File: src/rtl/fetch_controller_pkg.sv
// Shared fetch-pipeline definitions: FSM state encoding, datapath widths
// and the NOP word used as the reset value of the instruction register.
package fetch_controller_pkg;

  localparam int INSTR_W = 32;
  localparam int ADDR_W  = 32;

  localparam logic [INSTR_W-1:0] NOP = 32'h0000_0000;

  // FETCH: request outstanding to imem. PRESENT: instruction held for ID.
  typedef enum logic {
    FETCH   = 1'b0,
    PRESENT = 1'b1
  } fetch_state_t;

endpackage

File: src/rtl/fetch_controller_sat_counter.sv
// Saturating up-counter.
// Ports: clk, rst (async active-high), en (count one), clr (sync clear),
//        q (count, sticks at all-ones).
module sat_counter #(
  parameter int W = 16
) (
  input  logic         clk,
  input  logic         rst,
  input  logic         en,
  input  logic         clr,
  output logic [W-1:0] q
);

  always_ff @(posedge clk or posedge rst) begin
    if (rst)                  q <= '0;
    else if (clr)             q <= '0;
    else if (en && q != '1)   q <= q + 1'b1;
  end

endmodule

File: src/rtl/fetch_controller.sv
// Instruction fetch sequencer. Owns the PC, issues req/ready fetches to a
// variable-latency instruction memory and holds the fetched word for ID
// until consumed. A branch seen while a fetch is outstanding is remembered
// (squash) so the returning wrong-path data is dropped.
// Ports:
//   clk, rst                 clock, async active-high reset
//   freeze                   ID not accepting this cycle
//   branchTaken, branchAddr  redirect from EX
//   mem_req, mem_addr        fetch request to imem
//   mem_ready, mem_rdata     imem response
//   if_valid, instruction, pc  registered output to ID (pc = addr + PC_STEP)
//   stall_cnt                saturating count of frozen PRESENT cycles
module fetch_controller
  import fetch_controller_pkg::*;
#(
  parameter logic [31:0] RESET_PC = 32'h0000_0000,
  parameter int          PC_STEP  = 4,
  parameter int          CNT_W    = 16
) (
  input  logic               clk,
  input  logic               rst,
  input  logic               freeze,
  input  logic               branchTaken,
  input  logic [ADDR_W-1:0]  branchAddr,
  output logic               mem_req,
  output logic [ADDR_W-1:0]  mem_addr,
  input  logic               mem_ready,
  input  logic [INSTR_W-1:0] mem_rdata,
  output logic               if_valid,
  output logic [INSTR_W-1:0] instruction,
  output logic [ADDR_W-1:0]  pc,
  output logic [CNT_W-1:0]   stall_cnt
);

  localparam logic [ADDR_W-1:0] STEP = ADDR_W'(PC_STEP);

  fetch_state_t       state_q, state_d;
  logic [ADDR_W-1:0]  pcreg_q, pcreg_d;
  logic               sq_q, sq_d;
  logic [ADDR_W-1:0]  sqt_q, sqt_d;
  logic               vld_d;
  logic [INSTR_W-1:0] instr_d;
  logic [ADDR_W-1:0]  pc_d;
  logic               stall_en;

  assign mem_req  = (state_q == FETCH);
  assign mem_addr = pcreg_q;

  always_ff @(posedge clk or posedge rst) begin
    if (rst) begin
      state_q     <= FETCH;
      pcreg_q     <= RESET_PC;
      sq_q        <= 1'b0;
      sqt_q       <= '0;
      if_valid    <= 1'b0;
      instruction <= NOP;
      pc          <= '0;
    end else begin
      state_q     <= state_d;
      pcreg_q     <= pcreg_d;
      sq_q        <= sq_d;
      sqt_q       <= sqt_d;
      if_valid    <= vld_d;
      instruction <= instr_d;
      pc          <= pc_d;
    end
  end

  always_comb begin
    state_d  = state_q;
    pcreg_d  = pcreg_q;
    sq_d     = sq_q;
    sqt_d    = sqt_q;
    vld_d    = if_valid;
    instr_d  = instruction;
    pc_d     = pc;
    stall_en = 1'b0;
    case (state_q)
      FETCH: begin
        if (mem_ready) begin
          if (!sq_q && !branchTaken) begin
            instr_d = mem_rdata;
            pc_d    = pcreg_q + STEP;
            vld_d   = 1'b1;
            state_d = PRESENT;
          end else begin
            // Wrong-path return: drop it and re-request at the redirect;
            // a same-cycle branch is newer than any pending target.
            pcreg_d = branchTaken ? branchAddr : sqt_q;
            sq_d    = 1'b0;
          end
        end else if (branchTaken) begin
          sq_d  = 1'b1;
          sqt_d = branchAddr;
        end
      end
      PRESENT: begin
        if (branchTaken) begin
          vld_d   = 1'b0;
          pcreg_d = branchAddr;
          state_d = FETCH;
        end else if (!freeze) begin
          vld_d   = 1'b0;
          pcreg_d = pcreg_q + STEP;
          state_d = FETCH;
        end else begin
          stall_en = 1'b1;
        end
      end
      default: state_d = FETCH;
    endcase
  end

  sat_counter #(.W(CNT_W)) u_stall_cnt (
    .clk (clk),
    .rst (rst),
    .en  (stall_en),
    .clr (1'b0),
    .q   (stall_cnt)
  );

endmodule

File: config.mk
export PLATFORM = sky130hd
export DESIGN_NAME = fetch_controller
export DESIGN_NICKNAME = d
export VERILOG_FILES = /design/src/rtl/fetch_controller_pkg.sv /design/src/rtl/fetch_controller_sat_counter.sv /design/src/rtl/fetch_controller.sv
export SDC_FILE = /design/constraint.sdc
export NUM_CORES = 1
export LEC_CHECK = 0
export CORE_ASPECT_RATIO = 1.5
export CORE_UTILIZATION = 45
export DETAILED_ROUTE_END_ITERATION = 7
export PLACE_DENSITY_LB_ADDON = 0.1
export SLEW_MARGIN = 20
export SYNTH_ARGS = -nofsm -noshare
export SYNTH_HDL_FRONTEND = slang
export SYNTH_SLANG_ARGS = --single-unit
File: constraint.sdc
create_clock -name clk -period 4.42 [get_ports clk]
set_clock_uncertainty 0.2 [all_clocks]
set_input_delay 0.442 -clock clk [delete_from_list [all_inputs] [get_ports clk]]
set_output_delay 0.442 -clock clk [all_outputs]
set_load 0.05 [all_outputs]
==> impl_metrics.toml <==
[outcome]
status = "complete, no violations"

[clocking]
post_cts_resize_count = 0
cts_tree = "yes"
cts.clk_slew.worst_paths_ns = 0.06
clockBufferDepth = 2
cts.htree.levels = 4
cts.sinks = 147
postCtsSetupBuffers = 0
numCtsBuffers = 17
clk_latency_ns = 0.43
clockRootBuffer = "clkbuf_16"
holdBufCountCts = 0

[sta]
min_period_ns = 3.15
rsz0062_at_grt = "false"
slew_headroom_pct = 29.4
post-route-period-util_pct = 71.4
fin_setup_tns_ns = 0
worst_pin_slew_ns = 1.06
setup_violations = 0
fmax_mhz = 317
slew_viol_final = 0
finalHoldViolCount = 0

[synth]
synthCells = 726
synth_cell_types = 61
postSynth.asyncResetShare_pct = 100
synth_top_area_share_pct = 51.6
ys_seq_area_share_pct = 51.6
yosys_most_used_dff = "dfrtp_1"
synth_edf_count = 0
post_synth.cell_area_avg_um2 = 9.81
synth_area_leader_cell = "dfrtp_1"
synth-seq-cells = 147
synth_fp_nets = 797
yosys_warnings = 0
syn_area_mm2 = 0.00712
synthTopCellsByArea = "dfrtp_1, nand2_1, mux2_2"

[critical_path]
worstPathMaxFanout = 50
r2r-end = "pc[6]$_DFFE_PP0P_"
cp.arrival_ns = 2.51
reg2reg_from = "state_q$_DFF_PP0_"
reg2reg_depth = 4
r2r_setup_slack_ns = 1.43
crit_path_end_kind = "output port"
required_ns = 3.78
critical_path_class = "flip-flop to output port"
cp-start-kind = "flip-flop"

[die]
die_height_um = 156
coreArea_mm2 = 0.0156
initial_core_util_pct = 45.8
core.rowCount = 56
dieArea_mm2 = 0.0163
die_w_um = 105
io_pins = 183

[drt]
final_antenna_net_count = 0
drc = 0
via_count = 5995
via_per_inst = 5.43
wl_um = 19100
detailedRoute.firstIterationViolations = 380
drt_pass1_iterations = 5
wire_per_inst_um = 17.3

[layout]
area_delta_synth_final_pct = 35.8
num-nets-final = 960
final_common_cell = "clkdlybuf4s50_1"
final_cell_mix = "clkdlybuf4s50_1, nand2_1, dfrtp_1"
diodes = 0
drive_gt1_share_pct = 11.0
fillers = 1344

[power_and_ir_drop]
total_power_mw = 5.72
p_leak_nw = 4.15
max-vdd-ir-drop_mv = 0.391
p_int_mw = 3.29
share_comb_of_total_power_pct = 40.1
p_seq_share_pct = 34.9
switching_share_pct = 42.5
netSwitchingPower_mw = 2.43
pwr_density_cell_mw_per_mm2 = 592
pwr-share-clk_pct = 25.0

[grt]
grt_pass1_vias = 6044
antenna_found_initial = 0
grt_usage_pct = 24.1
use_met3_pct = 5.30
use_met2_pct = 43.2
grt_pass1_wl_um = 30800
grt_max_degree = 81
grt_overflow_total = 0
top_usage_layer = "met2"
gr-usage-met1_pct = 28.8

[placed_design]
io_buffers = 182
place_congestion = 0.828
dp_hpwl_um = 13200

[worst_hold_path]
hold_class = "input pin to asynchronous set/reset pin"

[run]
drv_cap = 0
==> critical path, cell delays in order (launching register included) <==
cell and delay (ns):
dfrtp_2 1.01, inv_1 0.28, clkdlybuf4s50_1 0.78
==> flip-flops by register name, summed over array words and instances (netlist names) <==
register and cells:
sq_q 1, instruction 32, pc 32, u_stall_cnt.q 16
sqt_q 32, mem_addr 32, state_q 1, if_valid 1
==> cells by family after synthesis <==
| group | count (synthesis) | synth area share [%] |
|---|---|---|
| multiplexers | 35 | 5.50 |
| adder cells (fa/ha/maj) | 2 | 0.351 |
| buffers and inverters | 60 | 3.60 |
| AND/OR/NAND/NOR | 301 | 21.3 |
| AO/OA/AOI/OAI | 140 | 12.5 |
| flip-flops | 147 | 51.6 |
| XOR/XNOR | 41 | 5.04 |
==> per-layer routing <==
layer / wire (um) / up-vias
li1: - / 2848
met1: 7790 / 2956
met2: 10100 / 164
met3: 786 / 27
met4: 423 / 0
met5: 0 / -
==> synthesized netlist by cell type, types with 8 or more instances <==
cell      instances
o21ai_1           8
o22ai_1           9
clkbuf_1         23
a21oi_1          37
mux2_2           32
nand2_1         155
o21ai_0          37
nand3_1          16
buf_2            16
nor2_1           41
dfrtp_1         147
xnor2_1          31
xor2_1           10
nor3b_1          15
nand4_1          12
o31a_1            8
and3_1           14
inv_1            13
==> worst max path at each step <==
stage                                end         startpoint  depth (start not counted)  slack, ns
global route                     mem_req  state_q$_DFF_PP0_                          2       1.17
floorplan           if_valid$_DFFE_PP0P_                rst                          1       1.93
global placement      pc[31]$_DFFE_PP0P_          mem_ready                          5       1.46
CTS                              mem_req  state_q$_DFF_PP0_                          2       1.28
detailed placement     pc[7]$_DFFE_PP0P_          mem_ready                          6       1.36
finish                           mem_req  state_q$_DFF_PP0_                          2       1.27
==> power groups by stage <==
stage	clock network (mW)	logic [mW]	registers [mW]
2_1_floorplan	0	0.589	2.90
3_3_place_gp	0	2.27	2.00
3_5_place_dp	0	2.31	2.02
4_1_cts	1.45	2.31	2.00
5_1_grt	1.52	2.42	2.05
6_report	1.43	2.30	2.00
==> metrics by stage <==
stage / std cells / setup slack (ns) / util [%] / hold slack (ns) / instance area (um2)
finish: 1105 / 1.27 / 62.2 / 0.236 / 9670
global route: 1105 / 1.17 / 62.2 / 0.252 / 9670
CTS: 1104 / 1.28 / 62.0 / 0.277 / 9640
detailed placement: 1072 / 1.36 / 58.3 / 0.261 / 9060
floorplan: 726 / 1.93 / - / 0.249 / 7130
global placement: 1072 / 1.46 / 58.3 / 0.257 / 9060
==> area by class of cell <==
type                            count  area, um2  share of cell area [%]
Sequential cell                   147       3680                    38.0
Timing Repair Buffer              191       1900                    19.7
Clock inverter                     14        140                    1.45
Multi-Input combinational cell    519       3200                    33.1
Tap cell                          203        254                    2.63
Clock buffer                       18        439                    4.54
Inverter                           13       52.6                   0.543
No activity file was read; power rests on OpenSTA's default activity.
